[src/rtl/pipeline_ctrl_if.sv]
// Pipeline control bus between the 5-stage datapath and pipeline_ctrl.
//   master : datapath side, drives hazard/branch/memory status, reads controls
//   slave  : controller side, reads status, drives enables/flushes/counters
// clk and rst_n are not part of this bundle.
interface pipeline_ctrl_if #(
  parameter int REG_W = 3,
  parameter int CNT_W = 16
);
  logic [REG_W-1:0] ID_rs1;
  logic [REG_W-1:0] ID_rs2;
  logic             ID_use_rs1;
  logic             ID_use_rs2;
  logic             EX_memread;
  logic [REG_W-1:0] EX_rd;
  logic             EX_branch_taken;
  logic             MEM_memread;
  logic             MEM_memwrite;
  logic             mem_ready;

  logic             mem_req;
  logic             pc_en;
  logic             IF_ID_en;
  logic             ID_EX_en;
  logic             EX_MEM_en;
  logic             MEM_WB_en;
  logic             IF_ID_flush;
  logic             ID_EX_flush;
  logic             MEM_WB_bubble;
  logic             mem_err;
  logic [1:0]       state;
  logic [CNT_W-1:0] stall_cnt;
  logic [CNT_W-1:0] flush_cnt;

  modport master (
    output ID_rs1, ID_rs2, ID_use_rs1, ID_use_rs2, EX_memread, EX_rd,
           EX_branch_taken, MEM_memread, MEM_memwrite, mem_ready,
    input  mem_req, pc_en, IF_ID_en, ID_EX_en, EX_MEM_en, MEM_WB_en,
           IF_ID_flush, ID_EX_flush, MEM_WB_bubble, mem_err, state,
           stall_cnt, flush_cnt
  );

  modport slave (
    input  ID_rs1, ID_rs2, ID_use_rs1, ID_use_rs2, EX_memread, EX_rd,
           EX_branch_taken, MEM_memread, MEM_memwrite, mem_ready,
    output mem_req, pc_en, IF_ID_en, ID_EX_en, EX_MEM_en, MEM_WB_en,
           IF_ID_flush, ID_EX_flush, MEM_WB_bubble, mem_err, state,
           stall_cnt, flush_cnt
  );
endinterface

[src/rtl/pipeline_ctrl.sv]
// Pipeline sequencing controller: stage write enables, flush/bubble controls,
// load-use stall, taken-branch flush, data-memory wait with timeout error,
// saturating stall/flush counters.
//   clk   : clock
//   rst_n : synchronous active-low reset (also forces safe outputs while low)
//   bus   : pipeline_ctrl_if.slave (status in, controls/counters out)
//
// state    | meaning
// ---------+-----------------------------------------------------------
// RUN  00  | normal issue; memory freeze > branch flush > load-use stall
// WAIT 10  | data memory not ready, pipeline frozen, MEM_WB bubbled
// ERR  11  | memory timed out; everything held until reset
// --   01  | unreachable, returns to RUN
module pipeline_ctrl #(
  parameter int REG_W       = 3,
  parameter int CNT_W       = 16,
  parameter int MEM_TIMEOUT = 15
) (
  input logic           clk,
  input logic           rst_n,
  pipeline_ctrl_if.slave bus
);
  typedef enum logic [1:0] {
    S_RUN    = 2'b00,
    S_UNUSED = 2'b01,
    S_WAIT   = 2'b10,
    S_ERR    = 2'b11
  } state_t;

  // Wait counter only needs to reach MEM_TIMEOUT-1.
  localparam int WAIT_W = (MEM_TIMEOUT > 2) ? $clog2(MEM_TIMEOUT) : 1;
  localparam logic [WAIT_W-1:0] WAIT_LAST = WAIT_W'(MEM_TIMEOUT - 1);

  state_t           r_state;
  logic [WAIT_W-1:0] r_wait;
  logic [CNT_W-1:0] r_stall_cnt;
  logic [CNT_W-1:0] r_flush_cnt;
  logic             r_mem_err;

  logic w_req, w_not_ready, w_freeze, w_branch, w_hazard;
  logic w_pc_en, w_if_id_en, w_id_ex_en, w_ex_mem_en, w_mem_wb_en;
  logic w_if_id_flush, w_id_ex_flush, w_mem_wb_bubble;

  always_comb begin
    w_req           = 1'b0;
    w_freeze        = 1'b0;
    w_branch        = 1'b0;
    w_pc_en         = 1'b0;
    w_if_id_en      = 1'b0;
    w_id_ex_en      = 1'b0;
    w_ex_mem_en     = 1'b0;
    w_mem_wb_en     = 1'b0;
    w_if_id_flush   = 1'b0;
    w_id_ex_flush   = 1'b0;
    w_mem_wb_bubble = 1'b0;
    // x0 is hardwired zero, so a load targeting it never creates a hazard.
    w_hazard = bus.EX_memread && (bus.EX_rd != '0) &&
               ((bus.ID_use_rs1 && (bus.ID_rs1 == bus.EX_rd)) ||
                (bus.ID_use_rs2 && (bus.ID_rs2 == bus.EX_rd)));
    if (!rst_n) begin
      w_if_id_flush   = 1'b1;
      w_id_ex_flush   = 1'b1;
      w_mem_wb_bubble = 1'b1;
    end else begin
      case (r_state)
        S_RUN, S_WAIT: begin
          w_req = bus.MEM_memread | bus.MEM_memwrite;
          // In WAIT the freeze holds on mem_ready alone, even if the request drops.
          w_freeze = (r_state == S_WAIT) ? !bus.mem_ready : (w_req && !bus.mem_ready);
          if (w_freeze) begin
            w_mem_wb_en     = 1'b1;
            w_mem_wb_bubble = 1'b1;
          end else if ((r_state == S_RUN) && bus.EX_branch_taken) begin
            w_branch      = 1'b1;
            {w_pc_en, w_if_id_en, w_id_ex_en, w_ex_mem_en, w_mem_wb_en} = '1;
            w_if_id_flush = 1'b1;
            w_id_ex_flush = 1'b1;
          end else if ((r_state == S_RUN) && w_hazard) begin
            w_id_ex_en    = 1'b1;
            w_id_ex_flush = 1'b1;
            w_ex_mem_en   = 1'b1;
            w_mem_wb_en   = 1'b1;
          end else begin
            {w_pc_en, w_if_id_en, w_id_ex_en, w_ex_mem_en, w_mem_wb_en} = '1;
          end
        end
        default: ;
      endcase
    end
    w_not_ready = w_req && !bus.mem_ready;
  end

  always_ff @(posedge clk) begin
    if (!rst_n) begin
      r_state     <= S_RUN;
      r_wait      <= '0;
      r_stall_cnt <= '0;
      r_flush_cnt <= '0;
      r_mem_err   <= 1'b0;
    end else begin
      case (r_state)
        S_RUN, S_WAIT: begin
          if (w_not_ready && (r_wait == WAIT_LAST)) begin
            r_state   <= S_ERR;
            r_wait    <= '0;
            r_mem_err <= 1'b1;
          end else begin
            r_wait  <= w_not_ready ? r_wait + 1'b1 : '0;
            r_state <= w_freeze ? S_WAIT : S_RUN;
          end
          if (!w_pc_en && (r_stall_cnt != '1)) r_stall_cnt <= r_stall_cnt + 1'b1;
          if (w_branch && (r_flush_cnt != '1)) r_flush_cnt <= r_flush_cnt + 1'b1;
        end
        S_ERR: ;
        default: begin
          r_state <= S_RUN;
          r_wait  <= '0;
        end
      endcase
    end
  end

  assign bus.mem_req       = w_req;
  assign bus.pc_en         = w_pc_en;
  assign bus.IF_ID_en      = w_if_id_en;
  assign bus.ID_EX_en      = w_id_ex_en;
  assign bus.EX_MEM_en     = w_ex_mem_en;
  assign bus.MEM_WB_en     = w_mem_wb_en;
  assign bus.IF_ID_flush   = w_if_id_flush;
  assign bus.ID_EX_flush   = w_id_ex_flush;
  assign bus.MEM_WB_bubble = w_mem_wb_bubble;
  assign bus.mem_err       = r_mem_err;
  assign bus.state         = r_state;
  assign bus.stall_cnt     = r_stall_cnt;
  assign bus.flush_cnt     = r_flush_cnt;
endmodule

[src/flat_wrapper.sv]
// flat-port wrapper written by rule: the top's interface ports become plain ports
module pipeline_ctrl_flat 
#(
  parameter int REG_W       = 3,
  parameter int CNT_W       = 16,
  parameter int MEM_TIMEOUT = 15
)
  (clk, rst_n, bus_ID_rs1, bus_ID_rs2, bus_ID_use_rs1, bus_ID_use_rs2, bus_EX_memread, bus_EX_rd, bus_EX_branch_taken, bus_MEM_memread, bus_MEM_memwrite, bus_mem_ready, bus_mem_req, bus_pc_en, bus_IF_ID_en, bus_ID_EX_en, bus_EX_MEM_en, bus_MEM_WB_en, bus_IF_ID_flush, bus_ID_EX_flush, bus_MEM_WB_bubble, bus_mem_err, bus_state, bus_stall_cnt, bus_flush_cnt);
  pipeline_ctrl_if #(.REG_W(REG_W), .CNT_W(CNT_W)) bus_i ();
  input logic clk;
  input logic rst_n;
  input wire logic [$bits(bus_i.ID_rs1)-1:0] bus_ID_rs1;
  input wire logic [$bits(bus_i.ID_rs2)-1:0] bus_ID_rs2;
  input wire logic [$bits(bus_i.ID_use_rs1)-1:0] bus_ID_use_rs1;
  input wire logic [$bits(bus_i.ID_use_rs2)-1:0] bus_ID_use_rs2;
  input wire logic [$bits(bus_i.EX_memread)-1:0] bus_EX_memread;
  input wire logic [$bits(bus_i.EX_rd)-1:0] bus_EX_rd;
  input wire logic [$bits(bus_i.EX_branch_taken)-1:0] bus_EX_branch_taken;
  input wire logic [$bits(bus_i.MEM_memread)-1:0] bus_MEM_memread;
  input wire logic [$bits(bus_i.MEM_memwrite)-1:0] bus_MEM_memwrite;
  input wire logic [$bits(bus_i.mem_ready)-1:0] bus_mem_ready;
  output wire logic [$bits(bus_i.mem_req)-1:0] bus_mem_req;
  output wire logic [$bits(bus_i.pc_en)-1:0] bus_pc_en;
  output wire logic [$bits(bus_i.IF_ID_en)-1:0] bus_IF_ID_en;
  output wire logic [$bits(bus_i.ID_EX_en)-1:0] bus_ID_EX_en;
  output wire logic [$bits(bus_i.EX_MEM_en)-1:0] bus_EX_MEM_en;
  output wire logic [$bits(bus_i.MEM_WB_en)-1:0] bus_MEM_WB_en;
  output wire logic [$bits(bus_i.IF_ID_flush)-1:0] bus_IF_ID_flush;
  output wire logic [$bits(bus_i.ID_EX_flush)-1:0] bus_ID_EX_flush;
  output wire logic [$bits(bus_i.MEM_WB_bubble)-1:0] bus_MEM_WB_bubble;
  output wire logic [$bits(bus_i.mem_err)-1:0] bus_mem_err;
  output wire logic [$bits(bus_i.state)-1:0] bus_state;
  output wire logic [$bits(bus_i.stall_cnt)-1:0] bus_stall_cnt;
  output wire logic [$bits(bus_i.flush_cnt)-1:0] bus_flush_cnt;
  assign bus_i.ID_rs1 = bus_ID_rs1;
  assign bus_i.ID_rs2 = bus_ID_rs2;
  assign bus_i.ID_use_rs1 = bus_ID_use_rs1;
  assign bus_i.ID_use_rs2 = bus_ID_use_rs2;
  assign bus_i.EX_memread = bus_EX_memread;
  assign bus_i.EX_rd = bus_EX_rd;
  assign bus_i.EX_branch_taken = bus_EX_branch_taken;
  assign bus_i.MEM_memread = bus_MEM_memread;
  assign bus_i.MEM_memwrite = bus_MEM_memwrite;
  assign bus_i.mem_ready = bus_mem_ready;
  assign bus_mem_req = bus_i.mem_req;
  assign bus_pc_en = bus_i.pc_en;
  assign bus_IF_ID_en = bus_i.IF_ID_en;
  assign bus_ID_EX_en = bus_i.ID_EX_en;
  assign bus_EX_MEM_en = bus_i.EX_MEM_en;
  assign bus_MEM_WB_en = bus_i.MEM_WB_en;
  assign bus_IF_ID_flush = bus_i.IF_ID_flush;
  assign bus_ID_EX_flush = bus_i.ID_EX_flush;
  assign bus_MEM_WB_bubble = bus_i.MEM_WB_bubble;
  assign bus_mem_err = bus_i.mem_err;
  assign bus_state = bus_i.state;
  assign bus_stall_cnt = bus_i.stall_cnt;
  assign bus_flush_cnt = bus_i.flush_cnt;
  pipeline_ctrl #(.REG_W(REG_W), .CNT_W(CNT_W), .MEM_TIMEOUT(MEM_TIMEOUT)) u_core (.clk(clk), .rst_n(rst_n), .bus(bus_i));
endmodule
[config.mk]
export PLATFORM = sky130hd
export DESIGN_NAME = pipeline_ctrl_flat
export DESIGN_NICKNAME = d
export VERILOG_FILES = /design/src/rtl/pipeline_ctrl_if.sv /design/src/rtl/pipeline_ctrl.sv /design/src/flat_wrapper.sv
export SDC_FILE = /design/constraint.sdc
export NUM_CORES = 1
export LEC_CHECK = 0
export BUFFER_PORTS_ARGS = -buffer_cell sky130_fd_sc_hd__buf_2
export CORE_MARGIN = 2
export CORE_UTILIZATION = 45
export DETAILED_ROUTE_END_ITERATION = 8
export PLACE_DENSITY_LB_ADDON = 0.2
export SETUP_SLACK_MARGIN = 0.4
export SLEW_MARGIN = 20
export SYNTH_ARGS = -nofsm -noshare
export SYNTH_HDL_FRONTEND = slang
export SYNTH_SLANG_ARGS = --single-unit
export TNS_END_PERCENT = 100
[constraint.sdc]
create_clock -name clk -period 6.1 [get_ports clk]
set_input_delay 1.22 -clock clk [delete_from_list [all_inputs] [get_ports clk]]
set_output_delay 1.22 -clock clk [all_outputs]
set_load 0.01 [all_outputs]
==> impl_results.md, run 1 <==
- Status: finished, final reports clean
- Synth top area share: 38.8%
- Clk Latency, worst-skew pair: 290 ps
- Cell Count, Final, Fillers Out: 346
- Setup crit end kind: output pin
- Post-cts sizing count: 0
- Most used cell, CP: buf_2
- Hold Crit Depth: 2
- Period utilisation layout: 59.2%
- Clock sink count: 39
- Startpoint types: input port
- Syn-to-layout area delta: 20.9%
- Row count: 24
- Setup_tns: 0 ps
- R2r endpoint: u_core.bus.stall_cnt[5]
- Hold Crit Endpoint: u_core.bus.mem_err
- Worst path slowest cell: a21o_2
- Leak: 1.01 nW
- Critical path required time: 4880 ps
- CTS tree: built
- Routability cong.: 0.810
- Arrival @ worst endpoint: 2390 ps
- Max cap viols: 0
- Synthesized cell area: 2010 um2
- Cts hold-fix bufs: 0
- Gr busiest metal: met2
- Multi-input logic area: 1160 um2
- Final Util: 56.3%
- GR met1 Demand/Resource: 24.4%
- Synth async-reset ratio: 0%
- Peak supply drop: 0.144 mV
- Switch share: 23.9%
- Post-Synthesis Mean Instance Area: 8.65 um2
- Final Net Count: 315
- Initial antenna violation count: 0
- Max clock buf depth: 2
- GR Util met2: 28.2%
- Clk_skew: 8.10 ps
- Die Area: 5030 um2
- Post-Synthesis Cells: 233
- Share of cells above drive strength 1: 26.9%
- Endpoints failing hold: 0
- DRC viols: 0
- Reg2Reg Setup Slack: 3640 ps
- Post-CTS setup buffer count: 0
- Worst r2r src: u_core.bus.state[0]
- First-pass GRT wire length: 7.42 mm
- Hold Path Origin: u_core.bus.mem_err
- Detailed Place HPWL: 3.17 mm
- GRT Total Usage: 18.1%
- Cell Chain, Critical Path: buf_2 -> xnor2_1 -> nand4_1 -> a21o_2 -> a211o_1 -> nand2_1 -> buf_2
- Die H: 70.9 um
- Diodes inserted: 0
- Placed Instances: 338
- Worst reg2reg path depth: 7
- Register area share after synthesis: 38.8%
- Worst slew pin tran: 923 ps
- Routed Antenna Nets: 0
- Global route total overflow: 0
- Final setup vio count: 0
- Synth area leader: dfxtp_1
- Synth warn: 0
- Seq pwr share: 52.4%
- Register area: 781 um2
- Vias in the first global route: 1621
- Number of synthesized flops with an enable pin: 0
- Hold Slack: 490 ps
- Total routed wirelength: 4.36 mm
- Fin crit period: 3610 ps
- #FFs+latches synth: 39
- Crit path max fanout: 3
- CP Class: input port to output pin
- Comb pwr share: 10.1%
- Layout filler cell count: 434
- Clock buffer count from CTS: 5
- CP max stage delay: 260 ps
- Largest cells by area after synthesis: dfxtp_1, nor2_1, xnor2_1
- Distinct cells, synth: 46
- Clock power frac: 37.6%
- Average wire per standard cell: 12.6 um
- Clock slew at reported path FFs: 70 ps
- Syn Nets: 255
- Die width: 70.9 um
- Slew Limit Fails: 0
- Int Pwr: 0.382 mW
- Root buffer cell: clkbuf_8
- Via Count: 1882
- Ys flop type: dfxtp_1
- Pin count of the biggest net entering global routing: 31
- Headroom to the max-slew limit: 38.4%
- DR iter-0 viols: 79
- DRT Pass-1 Iters: 4
- Number of port buffers: 61
- Initial Util: 46.6%
- Worst Hold Class: flip-flop to flip-flop
- Power Density: 206 nW/um2
- Sw Pwr: 0.120 mW
- Core area: 4320 um2
- Met3 GRT Util: 4.56%
- Max frequency: 0.277 GHz
- H-tree levels: 2
- I/O pins: 62
- Setup repair after global routing missed its margin: false
- Vias per cell: 5.44
## area by class of cell
| cell class | instances | share of cell area, % |
|---|---|---|
| Clock buffer | 8 | 4.11 |
| Inverter | 6 | 0.924 |
| Multi-Input combinational cell | 180 | 47.7 |
| Sequential cell | 39 | 32.0 |
| Tap cell | 52 | 2.67 |
| Timing Repair Buffer | 61 | 12.5 |
## cells in the mapped netlist (3+ instances only)
cell	number
clkbuf_1	4
xor2_1	12
nand2_1	14
and2_1	3
xnor2_1	13
o31ai_1	3
buf_4	3
nand4_1	11
o311ai_1	3
and4_1	4
ha_1	4
nand3_1	13
nor3_1	3
nand2b_1	6
inv_1	5
o21ai_0	8
nor2_1	33
or3_1	3
and3_1	4
a21oi_1	10
dfxtp_1	39
mux2i_1	3
## how the worst max path moves through the flow
stage	start	endpoint	slack, ps
CTS	bus_EX_rd[1]	bus_ID_EX_flush	2480
finish	bus_EX_rd[1]	bus_ID_EX_flush	2490
floorplan	bus_EX_rd[1]	bus_pc_en	2750
global placement	bus_EX_rd[0]	bus_ID_EX_flush	2510
global route	bus_EX_rd[1]	bus_ID_EX_flush	2410
detailed placement	bus_EX_rd[1]	bus_ID_EX_flush	2500
## through the flow
step | setup slack (ps) | area (um2) | total power [mW]
global route | 2410 | 2440 | 0.525
global placement | 2510 | 2340 | 0.319
floorplan | 2750 | 2010 | 0.301
CTS | 2480 | 2440 | 0.510
finish | 2490 | 2440 | 0.502
detailed placement | 2500 | 2340 | 0.320
## critical path, delay by kind of cell
| family | cells | cell delay (ps) |
|---|---|---|
| buf+inv | 2 | 250 |
| xor+xnor | 1 | 160 |
| simple gates | 2 | 250 |
| compound gates | 2 | 510 |
## logic make-up after synthesis
| kind of cell | count (synthesis) | synth area share [%] |
|---|---|---|
| and+or+nand+nor | 106 | 28.0 |
| DFF | 39 | 38.8 |
| muxes | 3 | 1.49 |
| adders and majority gates | 4 | 2.48 |
| xor gates and xnor gates | 25 | 10.9 |
| buffers and inverters | 14 | 3.54 |
| AOI/OAI and AO/OA | 42 | 14.9 |
## sequential cells by signal, summed over array words and instances (netlist names)
signal                cells
u_core.bus.state          2
u_core.bus.flush_cnt     16
u_core.bus.mem_err        1
u_core.r_wait             4
u_core.bus.stall_cnt     16
## power groups by stage
| stage | Clock [mW] | Sequential (mW) | Combinational [mW] |
|---|---|---|---|
| after floorplan | 0 | 0.269 | 0.0318 |
| final | 0.189 | 0.263 | 0.0505 |
| after CTS | 0.196 | 0.263 | 0.0510 |
| after global routing | 0.204 | 0.264 | 0.0567 |
| after global placement | 0 | 0.269 | 0.0503 |
| after detailed placement | 0 | 0.269 | 0.0507 |
## routing by layer
layer | vias up | wire [um] | share of wire [%]
met5 | - | 0 | 0
met4 | 0 | 55 | 1.3
met3 | 5 | 329 | 7.5
met2 | 62 | 1880 | 43
met1 | 860 | 2090 | 48
li1 | 955 | - | -
## cells in the final DEF (no fill, tap or decap), drive strengths merged, types with 2 or more instances in the layout
cell type	n
buf	61
dfxtp	39
nor2	35
nand2	14
xnor2	13
nand3	13
xor2	12
nand4	11
a21oi	10
o21ai	10
clkbuf	8
nand2b	6
inv	6
and3	4
and4	4
ha	4
nor3	4
o311ai	3
o31ai	3
and2	3
mux2i	3
or3	3
or2	3
o21a	2
o41ai	2
or4	2
o2111ai	2
a31oi	2
nor4	2
No activity file was read; power rests on OpenSTA's default activity.
==> inputs of run 2 (changes only) <==
==> constraint.sdc (replaced) <==
create_clock -name clk -period 3.3 [get_ports clk]
set_input_delay 0.66 -clock clk [delete_from_list [all_inputs] [get_ports clk]]
set_output_delay 0.66 -clock clk [all_outputs]
set_load 0.01 [all_outputs]
==> run 2 against run 1 <==
Effect of this change:
- sequential power grew 85%
- via count is 0.96% lower
- first-iteration DRC count is 14% lower
- cell area decreased by 0.21%
- combinational power up 87%
- clock skew about the same
- flip-flop and latch count is the same
- sequential share of layout area increased by 0.066 points
- core utilization decreased by 0.12 points
- worst hold slack gained 14 ps
- critical path depth unchanged
- clock-buffer cell count down 2
- critical endpoint unchanged
==> impl_results.md, run 2 (same netlist as run 1, synthesis figures left out) <==
- Via Count: 1864 (-0.96%)
- Slew Limit Fails: 0 (unchanged)
- Final Worst Setup Slack: 783 ps (-1700 ps)
- Worst r2r src: u_core.bus.state[0]
- Headroom to the max-slew limit: 39.3% (+0.86 points)
- Hold Crit Depth: 2 (unchanged)
- Clock slew at reported path FFs: 80 ps (about the same)
- Post-CTS setup buffer count: 0 (unchanged)
- Clk Latency, worst-skew pair: 290 ps (about the same)
- First-pass GRT wire length: 7.95 mm (+7.2%)
- Commonest non-fill, non-tap cell in the layout: buf_2
- Most used cell, CP: buf_2
- Peak supply drop: 0.175 mV (+22%)
- Initial antenna violation count: 0 (unchanged)
- Arrival @ worst endpoint: 1860 ps (-530 ps)
- Clock buffer count from CTS: 5 (unchanged)
- Fin crit period: 2520 ps
- Worst Hold Class: flip-flop to flip-flop
- Worst path slowest cell: a21o_2
- DRC viols: 0 (unchanged)
- Vias per cell: 5.39 (-0.96%)
- Endpoints failing hold: 0 (unchanged)
- Vias in the first global route: 1737 (+7.2%)
- Detailed Place HPWL: 3.30 mm (+4.2%)
- Reg2Reg Setup Slack: 860 ps (-2780 ps)
- CP max stage delay: 270 ps (about the same)
- CP Class: input port to output pin
- Cts hold-fix bufs: 0 (unchanged)
- Die H: 70.9 um (unchanged)
- Buf+Inv Stages, Crit Path: 2 (unchanged)
- End point of the critical path: bus_ID_EX_flush
- Power Density: 375 nW/um2 (+82%)
- Period utilisation layout: 76.3%
- Startpoint types: input port
- Crit path max fanout: 3 (unchanged)
- Row count: 24 (unchanged)
- Setup repair after global routing missed its margin: false
- I/O pins: 62 (unchanged)
- DRT Pass-1 Iters: 4 (unchanged)
- Diodes inserted: 0 (unchanged)
- Cell Chain, Critical Path: buf_2 -> xnor2_1 -> nand4_1 -> a21o_2 -> a211o_1 -> nand2_1 -> buf_2
- Max cap viols: 0 (unchanged)
- Routed Antenna Nets: 0 (unchanged)
- Root buffer cell: clkbuf_8
- R2r endpoint: u_core.bus.stall_cnt[13]
- GRT Total Usage: 19.2% (+1.2 points)
- CP startpoint: bus_EX_rd[2]
- Worst slew pin tran: 910 ps (-13.0 ps)
- Pin count of the biggest net entering global routing: 31 (unchanged)
- Worst reg2reg path depth: 7 (unchanged)
- Leak: 1.01 nW (about the same)
- Global route total overflow: 0 (unchanged)
- Max clock buf depth: 2 (unchanged)
- Pre-CTS setup slack: 664 ps (-1830 ps)
- Final Net Count: 316 (+0.32%)
- Max frequency: 0.397 GHz
- Clock sink count: 39 (unchanged)
- Setup crit end kind: output pin
- Number of cells on the critical path: 7 (unchanged)
- Number of port buffers: 61 (unchanged)
- Critical path required time: 2640 ps (-2240 ps)
- Die Area: 5030 um2 (unchanged)
- Setup_tns: 0 ps (unchanged)
- Average wire per standard cell: 13.2 um (+4.6%)
- Hold Path Origin: u_core.bus.mem_err
- Most frequent cells in the layout: buf_2, dfxtp_1, nor2_1
- Status: finished, final reports clean
- Total routed wirelength: 4.56 mm (+4.6%)
- Syn-to-layout area delta: 20.7%
- Final setup vio count: 0 (unchanged)
- Clk_skew: 8.20 ps (+0.0967 ps)
- Die width: 70.9 um (unchanged)
- Routability cong.: 0.807 (-0.42%)
- DR iter-0 viols: 68 (-14%)
- Core area: 4320 um2 (unchanged)
- Critical path's top delay family: compound AO/OA/AOI/OAI gates
- H-tree levels: 2 (unchanged)
- CTS tree: built
- Post-cts sizing count: 0 (unchanged)
- Initial Util: 46.6% (unchanged)
- Share of cells above drive strength 1: 27.2% (+0.34 points)
[run 2: cell types whose count changed in the layout (fill, tap and decap cells not counted), sizes merged]
cell	before	now
clkbuf	8	6
buf	61	62
clkinv	0	1
[run 2: worst min-delay path by stage]
stage | slack [ps] | end
6_report | 500 | u_core.bus.mem_err
5_1_grt | 540 | u_core.bus.stall_cnt[5]
4_1_cts | 500 | u_core.bus.stall_cnt[14]
3_5_place_dp | 480 | u_core.bus.mem_err
3_3_place_gp | 450 | u_core.bus.mem_err
2_1_floorplan | 500 | u_core.r_wait[3]
[run 2: area by class of cell]
cell class | instances | area [um2]
clock inverters | 1 | 5.00
inverters | 6 | 22.5
multi-input cells | 180 | 1160
repair buffers | 62 | 313
clock buffers | 6 | 82.6
well taps | 52 | 65.1
fillers | 429 | 1890
flip-flops and latches | 39 | 781
[run 2: through the flow]
step / hold WS [ps] / instance area, um2 / util (%) / power (mW) / std cells
floorplan: 501 / 2010 / - / 0.556 / 233
global placement: 448 / 2340 / 54.2 / 0.591 / 339
detailed placement: 478 / 2340 / 54.2 / 0.593 / 339
CTS: 501 / 2430 / 56.2 / 0.920 / 346
global route: 544 / 2430 / 56.2 / 0.949 / 346
finish: 504 / 2430 / 56.2 / 0.911 / 346
[run 2: tightest hold or removal path, cell delays in order (launching register included)]
cell and delay, ps:
dfxtp_1 340, nor2_1 50, nor2_1 80
[run 2: routing by layer]
metal | part of all wire [%] | vias to the layer above | GRT usage (%)
li1 | - | 959 | -
met1 | 49 | 844 | 26.9
met2 | 44 | 54 | 29.2
met3 | 5.8 | 7 | 4.99
met4 | 1.2 | 0 | 6.08
met5 | 0 | - | 0
[run 2: power breakdown]
| group | internal (mW) | leakage [nW] | switching (mW) | total (mW) |
|---|---|---|---|---|
| registers | 0.477 | 0.315 | 0.00981 | 0.487 |
| logic | 0.0396 | 0.650 | 0.0546 | 0.0942 |
| clock network | 0.164 | 0.0470 | 0.166 | 0.331 |
==> inputs of run 3 (changes only) <==
==> constraint.sdc (replaced) <==
create_clock -name clk -period 2.4 [get_ports clk]
set_input_delay 0.48 -clock clk [delete_from_list [all_inputs] [get_ports clk]]
set_output_delay 0.48 -clock clk [all_outputs]
set_load 0.01 [all_outputs]
==> run 3 against run 2 <==
Effect of this change:
- largest power group unchanged
- clock skew increased by 0.79 ps
- register-to-register slack worse by 460 ps
- via count increased by 5.8%
- final cell count up 4.9%
- critical path depth unchanged
- worst setup slack lost 450 ps
- highest routed layer unchanged
- global-route usage hardly changed
==> impl_results.md, run 3 (same netlist as run 1, synthesis figures left out) <==
- Status: finished, final reports clean
- Initial antenna violation count: 0 (unchanged)
- Routed Antenna Nets: 0 (unchanged)
- Average wire per standard cell: 13.7 um (+4.3%)
- Power Density: 466 nW/um2 (+24%)
- Vias in the first global route: 1780 (+2.5%)
- Hold Path Origin: u_core.bus.mem_err
- Most frequent cells in the layout: buf_2, nor2_1, dfxtp_1
- Setup_tns: 0 ps (unchanged)
- Max clock buf depth: 2 (unchanged)
- Leak: 1.18 nW (+17%)
- Detailed Place HPWL: 3.41 mm (+3.2%)
- Final setup vio count: 0 (unchanged)
- Fin crit period: 2070 ps
- Core area: 4320 um2 (unchanged)
- Worst slew pin tran: 410 ps (-500 ps)
- Via Count: 1973 (+5.8%)
- Worst r2r src: u_core.bus.state[0]
- Max frequency: 0.484 GHz
- Clk_skew: 8.99 ps (+0.787 ps)
- CP Class: input port to output pin
- Row count: 24 (unchanged)
- Setup crit end kind: output pin
- Clock buffer count from CTS: 5 (unchanged)
- Setup repair after global routing missed its margin: true
- First-pass GRT wire length: 7.89 mm (-0.69%)
- Die Area: 5030 um2 (unchanged)
- Layout filler cell count: 393 (-8.4%)
- Sw Pwr: 0.324 mW (+40%)
- Slew Limit Fails: 0 (unchanged)
- Die H: 70.9 um (unchanged)
- DRT Pass-1 Iters: 4 (unchanged)
- Switch share: 25.1% (-0.26 points)
- Commonest non-fill, non-tap cell in the layout: buf_2
- Routability cong.: 0.808 (+0.15%)
- Comb pwr share: 14.0% (+3.7 points)
- Global route total overflow: 0 (unchanged)
- Diodes inserted: 0 (unchanged)
- Die width: 70.9 um (unchanged)
- Startpoint types: input port
- Syn-to-layout area delta: 37.6%
- Endpoints failing hold: 0 (unchanged)
- Root buffer cell: clkbuf_8
- Crit path max fanout: 2 (-1)
- Period utilisation layout: 86.1%
- Peak supply drop: 0.358 mV (+110%)
- GRT Total Usage: 19.2% (-0.038 points)
- CTS tree: built
- Arrival @ worst endpoint: 1590 ps (-270 ps)
- Headroom to the max-slew limit: 72.7% (+33 points)
- Clock slew at reported path FFs: 80 ps (about the same)
- H-tree levels: 2 (unchanged)
- Share of cells above drive strength 1: 38.9% (+12 points)
- Pin count of the biggest net entering global routing: 20 (-35%)
- Vias per cell: 5.44 (+0.89%)
- DRC viols: 0 (unchanged)
- Int Pwr: 0.968 mW (+42%)
- Total routed wirelength: 4.99 mm (+9.4%)
- Number of port buffers: 61 (unchanged)
- Post-Layout Inst Area: 2770 um2 (+14%)
- Clk Latency, worst-skew pair: 280 ps (about the same)
- Seq pwr share: 51.9% (-1.5 points)
- Max cap viols: 0 (unchanged)
- I/O pins: 62 (unchanged)
- Clock sink count: 39 (unchanged)
- Initial Util: 46.6% (unchanged)
- DR iter-0 viols: 78 (+15%)
- CP startpoint: bus_ID_rs1[0]
- Worst Hold Class: flip-flop to flip-flop
- DP Area: 2400 um2 (+2.2%)
- Clock power frac: 34.2% (-2.1 points)
- Hold Slack: 478 ps (-26.5 ps)
- Final Net Count: 333 (+5.4%)
- Critical path required time: 1920 ps (-720 ps)
- Final Util: 64.1% (+7.9 points)
## run 3: final timing paths
| kind | slack [ps] | cells past startpoint | endpoint |
|---|---|---|---|
| hold reg to reg | 480 | 2 | u_core.bus.mem_err |
| setup reg to reg | 400 | 8 | u_core.bus.stall_cnt[5] |
| hold / removal | 480 | 2 | u_core.bus.mem_err |
| setup / recovery | 330 | 7 | bus_ID_EX_flush |
## run 3: repair_timing
item,4_1_cts,5_1_grt
endpoints found under the setup margin,12,20
buffers inserted,8,2
hold endpoints to repair,0,0
resized for setup,12,36
hold buffers,0,0
pin swaps,10,11
## run 3: power by group through the flow
stage                     Clock [mW]  Sequential, mW  Combinational (mW)
after floorplan                    0           0.684              0.0813
after global placement             0           0.684               0.134
after detailed placement           0           0.684               0.136
after CTS                      0.455           0.667               0.158
after global routing           0.479           0.672               0.197
final                          0.441           0.670               0.180
## run 3: area by class of cell
type | count | area, um2 | area share (%)
multi-input cells | 180 | 1310 | 47.2
flip-flops and latches | 39 | 801 | 28.9
clock inverters | 1 | 5.00 | 0.181
inverters | 6 | 22.5 | 0.812
repair buffers | 79 | 489 | 17.6
clock buffers | 6 | 82.6 | 2.98
well taps | 52 | 65.1 | 2.35
## run 3: per-stage QoR
| step | setup slack (ps) | power, mW | cells |
|---|---|---|---|
| global route | 269 | 1.35 | 363 |
| floorplan | 298 | 0.765 | 233 |
| global placement | 158 | 0.818 | 346 |
| CTS | 337 | 1.28 | 361 |
| detailed placement | 54.1 | 0.820 | 346 |
| finish | 333 | 1.29 | 363 |
## run 3: worst max-delay path: stages
cell and delay, ps:
buf_6 100, xnor2_2 170, nand4_1 150, a21o_2 220, a211o_1 270, nand2_1 70, buf_2 120
## run 3: per-layer routing
metal	global-route usage (%)	share of wire, %
met3	5.70	5.7
met1	23.1	45
met5	0	0
met2	33.2	49
met4	5.66	1.0
